File: src/rtl/rf_mp_pkg.sv
// Shared helpers for the multi-port register file: address decode and busy-bit counting.
// Both functions work at the maximum supported size; callers cast the result to their own size.
package rf_mp_pkg;

    localparam int NR_MAX = 256;
    localparam int AW_MAX = 8;

    function automatic logic [NR_MAX-1:0] onehot_dec(input logic [AW_MAX-1:0] addr, input logic en);
        logic [NR_MAX-1:0] v;
        v       = '0;
        v[addr] = en;
        return v;
    endfunction

    function automatic logic [AW_MAX:0] popcount(input logic [NR_MAX-1:0] vec);
        logic [AW_MAX:0] cnt;
        cnt = '0;
        for (int k = 0; k < NR_MAX; k++) begin
            cnt = cnt + (AW_MAX + 1)'(vec[k]);
        end
        return cnt;
    endfunction

endpackage

File: src/rtl/rf_wdec.sv
// Write-port decoder: per-register write enable plus the index of the port that wins.
// The highest-numbered port is applied last, so it owns any address shared with lower ports.
module rf_wdec
    import rf_mp_pkg::*;
#(
    parameter  int AW  = 4,
    parameter  int NWP = 2,
    localparam int NR  = 1 << AW,
    localparam int PW  = (NWP > 1) ? $clog2(NWP) : 1
) (
    input  logic [NWP-1:0]    i_we,
    input  logic [NWP*AW-1:0] i_wa,
    output logic [NR-1:0]     o_wen,
    output logic [NR*PW-1:0]  o_wsel
);

    logic [NR-1:0] w_oh [NWP];

    for (genvar j = 0; j < NWP; j++) begin : g_dec
        assign w_oh[j] = NR'(onehot_dec(AW_MAX'(i_wa[j*AW +: AW]), i_we[j]));
    end

    always_comb begin
        o_wen  = '0;
        o_wsel = '0;
        for (int j = 0; j < NWP; j++) begin
            for (int r = 0; r < NR; r++) begin
                if (w_oh[j][r]) begin
                    o_wen[r]            = 1'b1;
                    o_wsel[r*PW +: PW]  = PW'(j);
                end
            end
        end
    end

endmodule

File: src/rtl/rf_mp_sb.sv
// Multi-port register file with a per-register busy scoreboard and optional write bypass.
// Read ports report operand readiness so the issue stage can stall without its own scoreboard.
module rf_mp_sb
    import rf_mp_pkg::*;
#(
    parameter  int BW      = 8,
    parameter  int AW      = 4,
    parameter  int NRP     = 2,
    parameter  int NWP     = 2,
    parameter  int ZERO_R0 = 1,
    parameter  int BYPASS  = 1,
    localparam int NR      = 1 << AW,
    localparam int PW      = (NWP > 1) ? $clog2(NWP) : 1
) (
    input  logic              i_clk,
    input  logic              i_rst,
    input  logic [NRP*AW-1:0] i_ra,
    output logic [NRP*BW-1:0] o_rdat,
    output logic [NRP-1:0]    o_rrdy,
    input  logic [NWP-1:0]    i_we,
    input  logic [NWP*AW-1:0] i_wa,
    input  logic [NWP*BW-1:0] i_wd,
    input  logic              i_iss_v,
    input  logic [AW-1:0]     i_iss_rd,
    output logic [AW:0]       o_nbusy
);

    logic [BW-1:0]    r_mem [NR];
    logic [NR-1:0]    r_busy;
    logic [AW:0]      r_nbusy;

    logic [NR-1:0]    w_wen_raw;
    logic [NR-1:0]    w_wen;
    logic [NR*PW-1:0] w_wsel;
    logic [NR-1:0]    w_r0mask;
    logic [NR-1:0]    w_set;
    logic [NR-1:0]    w_busy_nxt;
    logic [BW-1:0]    w_wdv [NWP];

    rf_wdec #(
        .AW  (AW),
        .NWP (NWP)
    ) u_wdec (
        .i_we   (i_we),
        .i_wa   (i_wa),
        .o_wen  (w_wen_raw),
        .o_wsel (w_wsel)
    );

    for (genvar j = 0; j < NWP; j++) begin : g_wd
        assign w_wdv[j] = i_wd[j*BW +: BW];
    end

    // With a hardwired R0, it can neither be written nor become busy.
    assign w_r0mask   = (ZERO_R0 != 0) ? NR'(1) : '0;
    assign w_wen      = w_wen_raw & ~w_r0mask;
    assign w_set      = NR'(onehot_dec(AW_MAX'(i_iss_rd), i_iss_v)) & ~w_r0mask;
    assign w_busy_nxt = w_set | (r_busy & ~w_wen);

    always_ff @(posedge i_clk) begin
        if (i_rst) begin
            for (int r = 0; r < NR; r++) begin
                r_mem[r] <= '0;
            end
            r_busy  <= '0;
            r_nbusy <= '0;
        end else begin
            for (int r = 0; r < NR; r++) begin
                if (w_wen[r]) begin
                    r_mem[r] <= w_wdv[w_wsel[r*PW +: PW]];
                end
            end
            r_busy  <= w_busy_nxt;
            r_nbusy <= (AW + 1)'(popcount(NR_MAX'(w_busy_nxt)));
        end
    end

    for (genvar i = 0; i < NRP; i++) begin : g_rd
        logic [AW-1:0] w_ra;
        logic          w_hit;
        logic          w_zero;

        assign w_ra   = i_ra[i*AW +: AW];
        assign w_zero = (ZERO_R0 != 0) && (w_ra == '0);
        assign w_hit  = (BYPASS != 0) && w_wen[w_ra];

        assign o_rdat[i*BW +: BW] = w_zero ? '0
                                  : (w_hit ? w_wdv[w_wsel[w_ra*PW +: PW]] : r_mem[w_ra]);
        assign o_rrdy[i]          = !r_busy[w_ra] || w_hit || w_zero;
    end

    assign o_nbusy = r_nbusy;

endmodule

File: config.mk
export PLATFORM = sky130hd
export DESIGN_NAME = rf_mp_sb
export DESIGN_NICKNAME = d
export VERILOG_FILES = /design/src/rtl/rf_mp_pkg.sv /design/src/rtl/rf_wdec.sv /design/src/rtl/rf_mp_sb.sv
export SDC_FILE = /design/constraint.sdc
export NUM_CORES = 1
export LEC_CHECK = 0
export ABC_CLOCK_PERIOD_IN_PS = 7920
export CORE_MARGIN = 4
export CORE_UTILIZATION = 60
export CTS_BUF_LIST = sky130_fd_sc_hd__clkbuf_4 sky130_fd_sc_hd__clkbuf_8
export DETAILED_ROUTE_END_ITERATION = 7
export PLACE_DENSITY = 0.89
export SLEW_MARGIN = 20
export SYNTH_ARGS = -nofsm -noshare
export SYNTH_HDL_FRONTEND = slang
export SYNTH_HIERARCHICAL = 1
export SYNTH_SLANG_ARGS = --single-unit
File: constraint.sdc
create_clock -name i_clk -period 7.92 [get_ports i_clk]
set_input_delay 1.584 -clock i_clk [delete_from_list [all_inputs] [get_ports i_clk]]
set_output_delay 1.584 -clock i_clk [all_outputs]
set_load 0.02 [all_outputs]
== Yosys cells after proc, flatten, opt, wreduce, memory -nomap -nowiden ==
Memory sizes are Yosys's and may differ from the RTL's.
Cells that the tools add are included.
Word-level totals
  bits in registers: 21
  bits in latches: 0
  RAM bits: 128
  ROM bits: 0
  output and inout bits: 23
  memories kept: 1
Memories
  r_mem: depth 16, bits a word 8, read ports 2, clocked after memory_dff 0, write ports 16, RTL line rf_mp_sb.sv:28  | logic [BW-1:0] r_mem [NR];
Cells by class
  add/subtract/negate cells: 15
  multipliers: 0
  div/mod/pow operators: 0
  magnitude comparators: 25
  equality and inequality tests: 0
  shift operators: 2
  muxes and demuxes: 177
  bitwise operators: 38
  reduce and logical (&&, ||, !) cells: 11
Operators with widths (number)
  two-way mux 8 bit: 70
  two-way mux 1 bit: 100
  AND 16 bit: 4
  adder 5 x 1 -> 5 bit: 11
  greater-or-equal comparator 2 bit (second input constant): 17
  NOT 1 -> 2 bit: 17
  indexed part select 16 x 5 -> 1 bit: 2
  < comparator 4 x 9 -> 1 bit (second input constant): 3
  binary-select mux 1 bit (select 4 bit): 4
  NOT 16 bit: 1
  bitwise OR 16 bit: 1
  bitwise OR 1 bit: 15
  demux 1 bit (select 4 bit): 3
  greater-or-equal comparator 4 x 1 -> 1 bit (second input constant): 3
  < comparator 4 x 5 -> 1 bit (second input constant): 2
  zero test 4 bit: 2
  adder 4 x 1 -> 5 bit: 1
  adder 3 x 1 -> 4 bit: 1
  logical OR 1 bit: 4
  adder 2 x 1 -> 3 bit: 1
  logical AND 1 bit: 3
  adder 1 x 1 -> 2 bit: 1
  zero test 1 bit: 2

== Longest topological paths before layout ==
  depth after elaboration: 25
  mapped depth: 15

== Modules after synthesis ==
Netlist, hierarchy kept.
By module, submodules not included
  rf_mp_sb: instances 1, cells an instance 857, area each 10090.9 um^2, sequential area each 3983.8 um^2
  rf_wdec: instances 1, cells an instance 54, area each 312.8 um^2, sequential area each 0.0 um^2

== Worst setup path before layout ==
OpenSTA, ideal clock, no wires.
  path type: input to register
  from: input i_wa[0]
  to: register r_nbusy[1] (netlist: o_nbusy[1])
  library setup time: 0.067 ns
  arrival time: 5.568 ns
  slack: 2.286 ns
  cell stages on the path: 13
  path buffers: 0
  cell sequence: or3b_2 -> o22ai_1 -> o32ai_1 -> fa_1 -> fa_1 -> fa_1 -> inv_1 -> fa_1 -> inv_1 -> fa_1 -> inv_1 -> fa_1 -> nor2_1
On the way
  elaborated cells between the ends (all ways): 54
  those cells by class: add/sub (15); order compare (2); mux (32); bitwise (4); reduce/logical (1)
RTL lines
  start: declaration: RTL line rf_mp_sb.sv:21  | input logic [NWP*AW-1:0] i_wa,
  < comparator 4 x 9 -> 1 bit (not written as such) / greater-or-equal comparator 4 x 1 -> 1 bit (equally long branches): RTL line rf_mp_pkg.sv:11  | v[addr] = en;
  logical AND 1 bit (not written as such): RTL line rf_mp_pkg.sv:11
  two-way mux 1 bit (not written as such): RTL line rf_mp_pkg.sv:11
  demux 1 bit (select 4 bit) (*)
  AND 16 bit (no line) (*)
  two-way mux 1 bit (*) (2 in series): RTL line rf_wdec.sv:28  | if (w_oh[j][r]) begin
  via w_wen_raw[4]: RTL line rf_mp_sb.sv:32  | logic [NR-1:0] w_wen_raw;
  NOT 16 bit (*): RTL line rf_mp_sb.sv:58  | assign w_busy_nxt = w_set | (r_busy & ~w_wen);
  AND 16 bit (*): RTL line rf_mp_sb.sv:58
  bitwise OR 16 bit (*): RTL line rf_mp_sb.sv:58
  via w_busy_nxt[4]: RTL line rf_mp_sb.sv:37  | logic [NR-1:0] w_busy_nxt;
  adder 4 x 1 -> 5 bit (*): RTL line rf_mp_pkg.sv:19  | cnt = cnt + (AW_MAX + 1)'(vec[k]);
  adder 5 x 1 -> 5 bit (*) (11 in series): RTL line rf_mp_pkg.sv:19
  end signal: assignment: RTL line rf_mp_sb.sv:74  | r_nbusy <= (AW + 1)'(popcount(NR_MAX'(w_busy_nxt)));
  end: declaration: RTL line rf_mp_sb.sv:30  | logic [AW:0] r_nbusy;
Mark *: on every way through the listed nets, which the timed path passes. The rest lies on a longest branch.
A chain may end at the register's enable or synchronous reset.

== Worst setup path in the final report ==
  from: input i_wa[0]
  to: output o_rdat[0]
On the way
  longest elaborated chain between the ends: 11
  elaborated cells between the ends (all ways): 40
  those cells by class: order compare (2); mux (36); bitwise (1); reduce/logical (1)
RTL lines
  < comparator 4 x 9 -> 1 bit (not written as such) / greater-or-equal comparator 4 x 1 -> 1 bit (equally long branches): RTL line rf_mp_pkg.sv:11
  logical AND 1 bit (not written as such): RTL line rf_mp_pkg.sv:11
  two-way mux 1 bit (not written as such): RTL line rf_mp_pkg.sv:11
  demux 1 bit (select 4 bit) (*)
  AND 16 bit (no line) (*)
  two-way mux 1 bit (*) (2 in series): RTL line rf_wdec.sv:28
  via w_wen_raw[8]: RTL line rf_mp_sb.sv:32
  binary-select mux 1 bit (select 4 bit) (*): RTL line rf_mp_sb.sv:85  | assign w_hit = (BYPASS != 0) && w_wen[w_ra];
  two-way mux 1 bit (not written as such) (*): RTL line rf_mp_sb.sv:85
  two-way mux 8 bit (*): RTL line rf_mp_sb.sv:88  | : (w_hit ? w_wdv[w_wsel[w_ra*PW +: PW]] : r_mem[w_ra]);
  two-way mux 8 bit (*): RTL line rf_mp_sb.sv:87  | assign o_rdat[i*BW +: BW] = w_zero ? '0
  end: declaration: RTL line rf_mp_sb.sv:18  | output logic [NRP*BW-1:0] o_rdat,
Mark *: on every way through the listed nets, which the timed path passes. The rest lies on a longest branch. The select of a mux whose other input is x is not followed.

==> metrics.txt <==
CORE AREA=0.01676 sq mm; Hold Buf Count CTS=0; drc violations=26; CP Launch Type=input pin; CTS root buffer=clkbuf_8; Gate power share=24.0%; first-pass GRT wire length=48000 microns; Num CTS Buffers=17; vias in the first global route=7982; endpoints failing setup=0; RSZ-0062 raised after global routing=false; grt total ovfl=0; min cycle time layout=6.831 ns; postcts setup bufs=0; Final Cell Area=0.01120 sq mm; Post-DP Area=0.01083 sq mm; clock sinks=139; DRT Wirelength=31590 microns; Worst Setup End Kind=primary output; post-CTS sizing=0; P_int=1.339 mW; warnings from Yosys=6; Hold Path Class=reg2reg; Slew Limit Fails=0; port bufs=62; Leakage=3.780 nW; Total GRT Usage=32.46%; required time of the critical path=6.34 ns; worst vdd ir=0.1243 mV; syn_nets=963; Max Cap Viol=0; # IOs=64; first drt pass iteration count=8; Clk network pwr share=29.6%; final setup TNS=0 ns; dpl hpwl=21760 microns; FF/Latch Area=0.003984 sq mm; multi-input logic area=0.005665 sq mm; largest net degree at the start of global routing=92; RD Place Congestion=1.019; Arr. time, crit path=5.25 ns; DRT iter0 DRCs=1847; net switching power=0.5693 mW; Post-Syn Instances=910; filler instances=1173; Clk Latency, worst-skew pair=0.47 ns; Slew headroom=30.20%; fraction of layout cells with a size suffix above 1=19.98%; Reg clk slew, reported paths=0.08 ns; commonest cells after routing, fill and taps aside=148 x nor2_1, 145 x mux2i_1, 120 x edfxtp_1, 69 x mux4_2, 56 x clkdlybuf4s50_1; Layout Cells excl Fill=1141; die width=139.6 microns; antenna-violating nets left=0; Fin. Hold Viols=0; most common cell after layout, fill and taps aside=nor2_1; status=finished with violations; Via density=7.188; Placed Instances=1111; Starting Density=62.02%; std cell rows=47; Syn Area/Cell=11.42 sq um; final net count=963; Die Height=139.6 microns; vias=8202; CP Max Fanout=25; period utilization=86.25%; ant diodes=0; total power=1.909 mW; die footprint=0.01950 sq mm; Clock Path Buffers=2; Area growth syn-to-layout=7.716%; post-DR wirelength/cell=27.69 microns; CTS H-tree depth=4; final clock skew=0.005427 ns; Slew @ Worst Pin=1.047 ns; Net Sw Frac=29.83%; initial antenna violation count=0; failing checks=design-rule violations; Max Fclk=0.1464 GHz; CTS tree=built; PwrDens=170.5 mW/mm^2; Crit Path Category=in2out; Post-Syn Area=0.01039 sq mm; Sequential Power Share=46.4%
worst max-delay path, stage by stage:
cell and delay, ns:
clkdlybuf4s50_1 0.53, or3b_2 0.56, o22ai_1 0.35, mux4_2 0.33, nor2_2 0.05, o311ai_4 0.82
nand4_1 0.25, o211ai_2 0.14, clkdlybuf4s50_1 0.62
final timing paths:
kind                             start               endpoint  slack, ns  cells past startpoint
setup / recovery               i_wa[0]              o_rdat[0]       1.09                      9
hold / removal    r_busy[7]$_SDFF_PP0_   r_busy[7]$_SDFF_PP0_       0.59                      2
hold reg to reg   r_busy[7]$_SDFF_PP0_   r_busy[7]$_SDFF_PP0_       0.59                      2
setup reg to reg  r_busy[8]$_SDFF_PP0_  o_nbusy[1]$_SDFF_PP0_       4.00                     12
sequential cells by signal, summed over array words and instances (netlist names):
register / count
r_mem: 120
r_busy: 15
o_nbusy: 4
power by group through the flow:
stage | clock (mW) | combinational (mW) | sequential [mW]
CTS | 0.562 | 0.447 | 0.883
floorplan | 0 | 0.307 | 0.888
finish | 0.565 | 0.458 | 0.886
global placement | 0 | 0.433 | 0.894
global route | 0.590 | 0.481 | 0.889
detailed placement | 0 | 0.444 | 0.899
cell type report:
| class | instances | share of cell area [%] |
|---|---|---|
| multi-input combinational | 630 | 50.60 |
| inverter | 35 | 1.173 |
| clock buffer | 21 | 2.358 |
| timing repair buffer | 87 | 6.950 |
| sequential | 139 | 35.58 |
| tap | 220 | 2.458 |
| clock inverter | 9 | 0.8828 |
metrics by stage:
| step | util, % | setup WS [ns] | hold slack (ns) |
|---|---|---|---|
| 2_1_floorplan | - | 2.286 | 0.4967 |
| 3_3_place_gp | 64.64 | 1.348 | 0.5155 |
| 3_5_place_dp | 64.64 | 1.170 | 0.5593 |
| 4_1_cts | 66.81 | 1.172 | 0.5767 |
| 5_1_grt | 66.81 | 0.8715 | 0.6569 |
| 6_report | 66.81 | 1.089 | 0.5858 |
per-layer routing:
| metal | GRT usage [%] | share of wire [%] |
|---|---|---|
| met3 | 10.29 | 15 |
| met5 | 0 | 0 |
| met2 | 48.70 | 45 |
| met1 | 41.86 | 34 |
| met4 | 18.56 | 6.4 |
Note: power is estimated with default switching activity, not from simulation.
